**config.mk**
```make
export PLATFORM = sky130hd
export DESIGN_NAME = rgb2gray_stream
export DESIGN_NICKNAME = d
export VERILOG_FILES = /design/src/rtl/rgb2gray_stream.sv
export SDC_FILE = /design/constraint.sdc
export NUM_CORES = 1
export LEC_CHECK = 0
export ABC_AREA = 1
export CELL_PAD_IN_SITES_DETAIL_PLACEMENT = 1
export CELL_PAD_IN_SITES_GLOBAL_PLACEMENT = 2
export CORE_MARGIN = 4
export CORE_UTILIZATION = 25
export DETAILED_ROUTE_END_ITERATION = 8
export HOLD_SLACK_MARGIN = 0.06
export PLACE_DENSITY_LB_ADDON = 0.1
export SLEW_MARGIN = 20
export SYNTH_ARGS = -nofsm -noshare
export SYNTH_HDL_FRONTEND = slang
export SYNTH_SLANG_ARGS = --single-unit
```
**constraint.sdc**
```tcl
create_clock -name Clk_i -period 4.8 [get_ports Clk_i]
set_clock_uncertainty 0.2 [all_clocks]
set_input_delay 1.2 -clock Clk_i [delete_from_list [all_inputs] [get_ports Clk_i]]
set_output_delay 1.2 -clock Clk_i [all_outputs]
set_load 0.1 [all_outputs]
```
**src/rtl/rgb2gray_stream.sv**
```systemverilog
// Streaming RGB-to-gray converter: two-stage pipeline with valid/ready flow control,
// run-time mode select (average, luma, max, min) and frame sidebands kept in step with each pixel.
module rgb2gray_stream #(
    parameter int DATA_W  = 8,
    parameter int LUMA_WR = 77,
    parameter int LUMA_WG = 150,
    parameter int LUMA_WB = 29
) (
    input  logic              Clk_i,
    input  logic              Reset_ni,
    input  logic              Valid_i,
    output logic              Ready_o,
    input  logic [DATA_W-1:0] RedColor_i,
    input  logic [DATA_W-1:0] GreenColor_i,
    input  logic [DATA_W-1:0] BlueColor_i,
    input  logic [1:0]        Mode_i,
    input  logic              Sof_i,
    input  logic              Eol_i,
    output logic              Valid_o,
    input  logic              Ready_i,
    output logic [DATA_W-1:0] GrayColor_o,
    output logic              Sof_o,
    output logic              Eol_o,
    output logic [31:0]       PixelCount_o
);

    localparam int SUM_W  = DATA_W + 2;
    localparam int LUMA_W = DATA_W + 9;

    typedef enum logic [1:0] {
        MODE_AVG  = 2'd0,
        MODE_LUMA = 2'd1,
        MODE_MAX  = 2'd2,
        MODE_MIN  = 2'd3
    } mode_t;

    logic              en;
    logic              accept;

    logic [DATA_W-1:0] maxRgb;
    logic [DATA_W-1:0] minRgb;
    logic [SUM_W-1:0]  inSum;
    logic [LUMA_W-1:0] inLuma;

    logic              s1Valid;
    logic [SUM_W-1:0]  s1Sum;
    logic [LUMA_W-1:0] s1Luma;
    logic [DATA_W-1:0] s1Max;
    logic [DATA_W-1:0] s1Min;
    mode_t             s1Mode;
    logic              s1Sof;
    logic              s1Eol;

    logic [SUM_W-1:0]  avgFull;
    logic [LUMA_W-1:0] lumaFull;
    logic [DATA_W-1:0] grayNext;

    // The whole pipeline advances together unless a held output is still waiting for downstream.
    assign en      = !Valid_o || Ready_i;
    assign Ready_o = en;
    assign accept  = Valid_i && en;

    always_comb begin
        maxRgb = RedColor_i;
        minRgb = RedColor_i;
        if (GreenColor_i > maxRgb) maxRgb = GreenColor_i;
        if (BlueColor_i  > maxRgb) maxRgb = BlueColor_i;
        if (GreenColor_i < minRgb) minRgb = GreenColor_i;
        if (BlueColor_i  < minRgb) minRgb = BlueColor_i;
    end

    assign inSum  = SUM_W'(RedColor_i) + SUM_W'(GreenColor_i) + SUM_W'(BlueColor_i);
    assign inLuma = LUMA_W'(LUMA_WR) * LUMA_W'(RedColor_i)
                  + LUMA_W'(LUMA_WG) * LUMA_W'(GreenColor_i)
                  + LUMA_W'(LUMA_WB) * LUMA_W'(BlueColor_i)
                  + LUMA_W'(128);

    // Stage 1 captures every candidate result so stage 2 is only a divide and a mux.
    always_ff @(posedge Clk_i or negedge Reset_ni) begin
        if (!Reset_ni) begin
            s1Valid <= 1'b0;
            s1Sum   <= '0;
            s1Luma  <= '0;
            s1Max   <= '0;
            s1Min   <= '0;
            s1Mode  <= MODE_AVG;
            s1Sof   <= 1'b0;
            s1Eol   <= 1'b0;
        end else if (en) begin
            s1Valid <= accept;
            if (accept) begin
                s1Sum  <= inSum;
                s1Luma <= inLuma;
                s1Max  <= maxRgb;
                s1Min  <= minRgb;
                s1Mode <= mode_t'(Mode_i);
                s1Sof  <= Sof_i;
                s1Eol  <= Eol_i;
            end
        end
    end

    // Division by a constant 3 stays exact; the shift-and-add approximation is off by one on some sums.
    assign avgFull  = s1Sum / SUM_W'(3);
    assign lumaFull = s1Luma >> 8;

    always_comb begin
        grayNext = '0;
        case (s1Mode)
            MODE_AVG:  grayNext = avgFull[DATA_W-1:0];
            MODE_LUMA: grayNext = lumaFull[DATA_W-1:0];
            MODE_MAX:  grayNext = s1Max;
            MODE_MIN:  grayNext = s1Min;
            default:   grayNext = '0;
        endcase
    end

    always_ff @(posedge Clk_i or negedge Reset_ni) begin
        if (!Reset_ni) begin
            Valid_o     <= 1'b0;
            GrayColor_o <= '0;
            Sof_o       <= 1'b0;
            Eol_o       <= 1'b0;
        end else if (en) begin
            Valid_o <= s1Valid;
            if (s1Valid) begin
                GrayColor_o <= grayNext;
                Sof_o       <= s1Sof;
                Eol_o       <= s1Eol;
            end
        end
    end

    // Counts delivered pixels; a start-of-frame pixel restarts the count at one.
    always_ff @(posedge Clk_i or negedge Reset_ni) begin
        if (!Reset_ni) begin
            PixelCount_o <= '0;
        end else if (Valid_o && Ready_i) begin
            if (Sof_o) PixelCount_o <= 32'd1;
            else       PixelCount_o <= PixelCount_o + 32'd1;
        end
    end

    lumaRange : assert property (@(posedge Clk_i) disable iff (!Reset_ni)
        (s1Valid && s1Mode == MODE_LUMA) |-> (lumaFull[LUMA_W-1:DATA_W] == '0));

    avgRange : assert property (@(posedge Clk_i) disable iff (!Reset_ni)
        (s1Valid && s1Mode == MODE_AVG) |-> (avgFull[SUM_W-1:DATA_W] == '0));

endmodule

```
==> flow_summary.toml, run 1 <==
[status]
status = "complete, but fails checks"
violations = "negative setup slack"

[cells_and_area]
area_growth_syn_to_layout_pct = 36.52
fillers = 3916
drive_gt1_share_pct = 21.13
final_nets = 1444
num_antenna_cells = 0
final_cells = 1668

[clocking]
clock-sinks = 82
cts-root-buf = "clkbuf_16"
hold_buffers = 0
cts_buffers = 9
cts.clk_slew.worst_paths_ps = 60
cts_tree = "yes"
cts.htree.levels = 3
cts_buffer_depth = 2
insertion_delay_ps = 350

[global_route]
grt_pass1_vias = 8121
grt_util_met3_pct = 2.411
antenna_found_initial = 2
busiest_layer = "met2"
grt.overflow.total = 0
use_met1_pct = 18.59
grt_util_all_layers_pct = 15.06
grt_pass1_wl_mm = 43.19
use_met2_pct = 27.65
grt_max_degree = 47

[sta]
fin_crit_sh_pct = 145.3
worst_pin_slew_ps = 996.0
fmax_ghz = 0.1434
max_slew_margin_pct = 33.39
slew_violations = 0
hold_viol = 0
rsz0062_at_grt = "true"
setup_ws_ps = -2175
setup_viol = 8
period_minus_slack_ps = 6975

[yosys]
ys_warn_count = 0
synth-edff-count = 0
synthCells = 1019
yosysSeqAreaShare_pct = 24.40
postSynth.asyncResetShare_pct = 100.0
syn_nets = 1242
avgSynthCellArea_um2 = 8.251
synth_area_um2 = 8408
synthFlopType = "dfrtp_1"
synthDistinctLibCells = 40
synth.ff_latch_count = 82

[placed_design]
pre_cts_ws_ps = -3218
portBuffers = 75
dp.cells = 1632
place_hpwl_mm = 21.59
gp_congestion = 0.7554

[min_path]
hp-start = "s1Valid"
holdCritPathClass = "reg -> reg"

[floorplanning]
dieArea_um2 = 36630
start_util_pct = 25.58
fp.dieH_um = 191.4
die_x_um = 191.4
num_rows = 66
boundaryPins = 76
core_region_area_um2 = 32870

[critical_path]
reg2reg_setup_slack_ps = 1530
crit_start = "GreenColor_i[6]"
reg2reg_from = "s1Sum[8]"
arrival_ps = 7000
required_ps = 4820
cp_max_fo = 2
path_class = "in -> reg"
worstSetupStartpointType = "input port"
crit_path_end_kind = "register"

[job]
drv_cap = 0

[drt]
vias = 7417
viasPerCell = 4.447
drc = 0
wirelength_mm = 26.16
drtIter0Drc = 220
drtPass1Iterations = 4
drtAntennaViolNets = 0
wire_per_inst_um = 15.68

[pwr]
p_per_area_nw_per_um2 = 860.8
power_leakage_nw = 5.619
vdd_ir_drop_max_v = 0.0004661
power_mw = 9.881
-- synth_stat cells (5+ instances only) --
master / number / area share [%]
o211ai_1: 11 / 0.98
dfrtp_1: 82 / 24
clkbuf_1: 14 / 0.62
nand4_1: 9 / 0.67
xnor2_1: 5 / 0.52
fa_1: 64 / 15
nor2_2: 7 / 0.52
nand2_2: 6 / 0.45
nor2_1: 56 / 2.5
inv_2: 8 / 0.36
xor2_1: 13 / 1.4
nand3_1: 23 / 1.4
o21ai_1: 9 / 0.54
ha_1: 127 / 19
o22ai_1: 5 / 0.37
o221ai_1: 6 / 0.62
a211oi_1: 5 / 0.45
a21oi_1: 62 / 3.7
o21ai_0: 93 / 5.5
nand2_1: 149 / 6.7
inv_1: 213 / 9.5
nor3_1: 11 / 0.65
-- metrics by stage --
stage | instance area (um^2) | hold WS, ps | util [%] | TNS (ps)
floorplan | 8579 | 231.7 | - | -14490
global placement | 10650 | 244.7 | 32.41 | -28740
detailed placement | 10650 | 250.9 | 32.41 | -29890
CTS | 11320 | 262.1 | 34.45 | -15940
global route | 11480 | 290.7 | 34.92 | -16830
finish | 11480 | 265.9 | 34.92 | -15350
-- final cells by class --
type	count	area (um^2)	share of cell area, %
flip-flops and latches	82	2052	17.88
clock inverters	5	100.1	0.8720
multi-input cells	701	5904	51.44
clock buffers	11	252.7	2.202
repair buffers	205	1780	15.51
well taps	442	553.0	4.818
inverters	222	835.8	7.281
-- cells in the final DEF (no fill, tap or decap), types with 3 or more instances in the layout --
| master | netlist | layout |
|---|---|---|
| nor2_2 | 7 | 9 |
| a21oi_4 | 0 | 3 |
| nor2_1 | 56 | 54 |
| a21oi_2 | 0 | 5 |
| dlymetal6s2s_1 | 0 | 6 |
| a31oi_1 | 4 | 3 |
| buf_4 | 0 | 117 |
| fa_2 | 0 | 3 |
| o221ai_1 | 6 | 5 |
| o21bai_2 | 2 | 3 |
| o211ai_1 | 11 | 11 |
| xor2_1 | 13 | 12 |
| nand3_2 | 3 | 4 |
| clkdlybuf4s50_1 | 0 | 59 |
| inv_1 | 213 | 202 |
| nor3_1 | 11 | 11 |
| dfrtp_1 | 82 | 82 |
| nand4_1 | 9 | 9 |
| nand3_1 | 23 | 22 |
| a211oi_1 | 5 | 5 |
| o21a_1 | 4 | 4 |
| fa_1 | 64 | 61 |
| o21ai_1 | 9 | 21 |
| ha_1 | 127 | 103 |
| xnor2_2 | 0 | 3 |
| a21oi_1 | 62 | 54 |
| o22ai_1 | 5 | 5 |
| o21ai_2 | 4 | 9 |
| ha_4 | 0 | 22 |
| bufinv_16 | 0 | 3 |
| nor3_2 | 3 | 3 |
| nor4_1 | 3 | 3 |
| inv_2 | 8 | 18 |
| nand2_2 | 6 | 8 |
| clkbuf_16 | 0 | 9 |
| buf_6 | 0 | 17 |
| nand2_1 | 149 | 147 |
| o21ai_0 | 93 | 76 |
-- sequential cells by signal, indices dropped and copies added (netlist names), 2 cells and up --
signal / flops
s1Mode: 2
PixelCount_o: 32
s1Luma: 8
s1Min: 8
s1Sum: 10
GrayColor_o: 8
s1Max: 8
-- layer usage --
metal | share of wire (%) | wire, um
met1 | 44 | 11600
met2 | 52 | 13510
met3 | 2.7 | 700
met4 | 1.2 | 322
met5 | 0.069 | 18
-- power breakdown --
group | leakage (nW) | switching (mW) | internal [mW]
registers | 1.05 | 0.117 | 0.863
logic | 4.39 | 3.83 | 4.23
clock network | 0.176 | 0.300 | 0.535
total | 5.62 | 4.25 | 5.63
-- final timing paths --
check | end | cells past startpoint
setup reg to reg | GrayColor_o[0] | 27
max in group asynchronous | s1Luma[13] | 2
hold / removal | Valid_o | 2
hold reg to reg | Valid_o | 2
setup / recovery | s1Luma[15] | 28
min in group asynchronous | PixelCount_o[11] | 1
-- critical path, stage by stage --
cell,delay (ps)
buf_8,100
ha_4,230
ha_4,260
inv_2,30
fa_1,450
fa_1,510
inv_2,50
ha_4,220
xor2_2,150
fa_1,550
inv_2,40
fa_1,450
fa_1,530
inv_2,40
fa_2,540
ha_4,200
ha_4,220
a21oi_4,150
inv_2,80
a21oi_4,170
inv_2,50
a21oi_2,150
o21bai_1,100
nand2_1,100
nand2_2,70
a21oi_2,140
xor2_1,150
o21ai_1,70
-- what timing repair did --
action | in CTS | in global routing
cloned | 0 | 1
pin swaps | 35 | 46
endpoints found under the hold margin | 0 | 0
setup buffers | 14 | 9
gates resized for setup | 70 | 47
endpoints found under the setup margin | 23 | 24
-- logic make-up after synthesis --
| kind of cell | count (synthesis) | share of synthesized area [%] |
|---|---|---|
| AND/OR/NAND/NOR | 279 | 14.70 |
| buffers and inverters | 236 | 10.54 |
| AO/OA/AOI/OAI | 213 | 14.35 |
| adder cells (fa/ha/maj) | 191 | 34.14 |
| flip-flops | 82 | 24.40 |
| XOR/XNOR | 18 | 1.875 |
(Power assumes the default switching activity.)
==> run 2, diff against run 1 <==
--- a/config.mk
+++ b/config.mk
@@ -13,7 +13,6 @@
 export DETAILED_ROUTE_END_ITERATION = 8
 export HOLD_SLACK_MARGIN = 0.06
 export PLACE_DENSITY_LB_ADDON = 0.1
-export SLEW_MARGIN = 20
 export SYNTH_ARGS = -nofsm -noshare
 export SYNTH_HDL_FRONTEND = slang
 export SYNTH_SLANG_ARGS = --single-unit
==> results of run 2 <==
Same layout as run 1: the final DEF is identical, and so are final timing and power.
==> run 3, diff against run 2 <==
--- a/config.mk
+++ b/config.mk
@@ -5,7 +5,6 @@
 export SDC_FILE = /design/constraint.sdc
 export NUM_CORES = 1
 export LEC_CHECK = 0
-export ABC_AREA = 1
 export CELL_PAD_IN_SITES_DETAIL_PLACEMENT = 1
 export CELL_PAD_IN_SITES_GLOBAL_PLACEMENT = 2
 export CORE_MARGIN = 4
@@ -13,6 +12,7 @@
 export DETAILED_ROUTE_END_ITERATION = 8
 export HOLD_SLACK_MARGIN = 0.06
 export PLACE_DENSITY_LB_ADDON = 0.1
+export SKIP_LAST_GASP = 1
 export SYNTH_ARGS = -nofsm -noshare
 export SYNTH_HDL_FRONTEND = slang
 export SYNTH_SLANG_ARGS = --single-unit
==> run 3 against run 2 <==
  * The flow still finishes with violations (negative setup slack)
  * First-iteration DRC count up 2.7%
  * Clock-buffer cell count unchanged
  * Design area up 3.9%
  * Wire length up 4.1%
  * Core utilization down 0.57 points
  * Die area up 5.1%
  * Critical path depth down 4
  * Synthesized cell count down 6.7%
  * Via count down 1.9%
  * Highest routed layer is now met4
  * Final cell count down 3.8%
  * Critical endpoint unchanged
==> flow_summary.toml, run 3 <==
[yosys]
yosysSeqAreaShare_pct = 23.18
synth.ff_latch_count = 82
syn_nets = 1174
postSynth.asyncResetShare_pct = 100.0
synth_top_cell_by_area = "dfrtp_1"
synth-edff-count = 0
ys_warn_count = 0
synth_area_um2 = 8852
synthCells = 951
yosys-top-cells-count = "inv_1 (129), ha_1 (127), nand2_1 (97)"
synthDistinctLibCells = 67
yosys.area.top_type_share_pct = 23.18
synth.most_common_cell = "inv_1"
synthTopCellsByArea = "dfrtp_1 (23%), ha_1 (18%), fa_1 (14%), inv_1 (5.5%), nand2_1 (4.1%)"
synthFlopType = "dfrtp_1"
avgSynthCellArea_um2 = 9.308

[sta]
rsz0062_at_grt = "true"
max_slew_margin_pct = 32.67
worst_pin_slew_ps = 1007
fin_crit_sh_pct = 145.3
hold_viol = 0
slew_violations = 0
fmax_ghz = 0.1434
setup_viol = 8
period_minus_slack_ps = 6973
setup_ws_ps = -2173

[clocking]
cts_buffer_depth = 2
clock-sinks = 82
cts_tree = "yes"
insertion_delay_ps = 350
cts.clk_slew.worst_paths_ps = 70
hold_buffers = 0
cts.htree.levels = 3
cts_buffers = 9
cts-root-buf = "clkbuf_16"

[floorplanning]
num_rows = 68
start_util_pct = 25.50
die_x_um = 196.2
boundaryPins = 76
fp.dieH_um = 196.2
dieArea_um2 = 38480
core_region_area_um2 = 34710

[job]
drv_cap = 0

[critical_path]
required_ps = 4840
crit_path_end_kind = "register"
path_class = "in -> reg"
cp_max_fo = 3
arrival_ps = 7010
worstSetupStartpointType = "input port"

[cells_and_area]
area_growth_syn_to_layout_pct = 34.70
final_common_cell = "inv_1"
final_nets = 1368
num_antenna_cells = 0
largest-register = "PixelCount_o"
reg.largest.list = "PixelCount_o x32, s1Sum x10"
drive_gt1_share_pct = 22.17
largest_register_ffs = 32
final_cell_mix = "inv_1 (121), buf_4 (119), ha_1 (104)"

[placed_design]
gp_congestion = 0.7247
pre_cts_ws_ps = -3025
place_hpwl_mm = 22.29
portBuffers = 75

[status]
violations = "negative setup slack"
status = "complete, but fails checks"

[global_route]
grt_util_all_layers_pct = 14.55
grt_pass1_wl_mm = 44.82
grt_max_degree = 59
antenna_found_initial = 0
grt.overflow.total = 0
grt_pass1_vias = 8090

[min_path]
holdCritPathClass = "reg -> reg"

[drt]
drtPass1Iterations = 4
drc = 0
vias = 7278
wirelength_mm = 27.23
viasPerCell = 4.535
drtIter0Drc = 226
drtAntennaViolNets = 0
wire_per_inst_um = 16.97
-- run 3: cell types whose count changed after synthesis, sizes merged, moves of 17 or more --
| cell | previous run | this run |
|---|---|---|
| inv | 221 | 131 |
| nand2 | 155 | 97 |
| mux2i | 0 | 19 |
| a21oi | 62 | 45 |
| o21ai | 106 | 50 |
| xnor2 | 5 | 24 |
-- run 3: repair_timing --
action,in CTS,in global routing
endpoints found under the hold margin,0,0
gates resized for setup,90,29
endpoints found under the setup margin,24,24
pin swaps,34,20
setup buffers,16,2
-- run 3: kinds of logic after synthesis --
logic type                 Yosys count  share of synthesized area [%]
DFF                                 82                          23.18
buffers and inverters              162                          7.435
muxes                               33                          4.481
adders and majority gates          191                          32.42
xor gates and xnor gates            48                          4.919
and+or+nand+nor                    245                          13.16
AOI/OAI and AO/OA                  190                          14.40
-- run 3: path summary, 6_finish.rpt --
path                            startpoint             end  slack (ps)  cells after the start
setup reg to reg                  s1Sum[8]  GrayColor_o[0]        1040                     11
setup / recovery           GreenColor_i[6]      s1Luma[15]       -2170                     24
min in group asynchronous         Reset_ni  GrayColor_o[0]         720                      1
hold / removal              GrayColor_o[5]  GrayColor_o[5]         280                      2
hold reg to reg             GrayColor_o[5]  GrayColor_o[5]         280                      2
max in group asynchronous         Reset_ni      s1Luma[10]        2840                      2
-- run 3: metal layers --
| metal | track usage, % | share of wire [%] | routed length (um) | vias to the layer above |
|---|---|---|---|---|
| li1 | - | - | - | 3647 |
| met1 | 19.65 | 47 | 12850 | 3554 |
| met2 | 25.44 | 50 | 13590 | 66 |
| met3 | 1.511 | 2.0 | 535 | 11 |
| met4 | 2.793 | 0.97 | 263 | 0 |
| met5 | 0 | 0 | 0 | - |
-- run 3: cell type report --
type,instances,area [um^2]
Clock buffer,11,242.7
Clock inverter,5,36.28
Fill cell,4009,22790
Inverter,131,491.7
Multi-Input combinational cell,707,6639
Sequential cell,82,2052
Tap cell,455,569.3
Timing Repair Buffer,214,1893
-- run 3: metrics by stage --
stage          instance area (um^2)  hold WS, ps  cells  setup TNS [ps]  utilization (%)
6_report                      11920        276.3   1605          -16370            34.35
5_1_grt                       11920        315.9   1605          -18440            34.35
4_1_cts                       11800        281.1   1604          -16510            34.00
3_5_place_dp                  11160        263.5   1573          -36200            32.15
3_3_place_gp                  11160        258.1   1573          -34890            32.15
2_1_floorplan                  9061        236.5    951          -14160                -
-- run 3: worst max-delay path: stages --
cell and delay [ps]:
buf_8 100, ha_4 230, ha_4 260, inv_2 30, fa_1 470, fa_1 530
inv_2 50, ha_4 250, xnor2_2 140, fa_1 480, inv_1 50, fa_1 450
fa_1 520, inv_2 40, fa_1 550, ha_4 230, ha_4 250, a21oi_4 160
a31oi_4 60, a221o_1 370, and4_4 180, a2111oi_4 200, xnor2_1 150, o21ai_1 70
Power of run 3 is not shown: default switching activity piles up to over one toggle a cycle in this logic, so the estimate is an artifact.
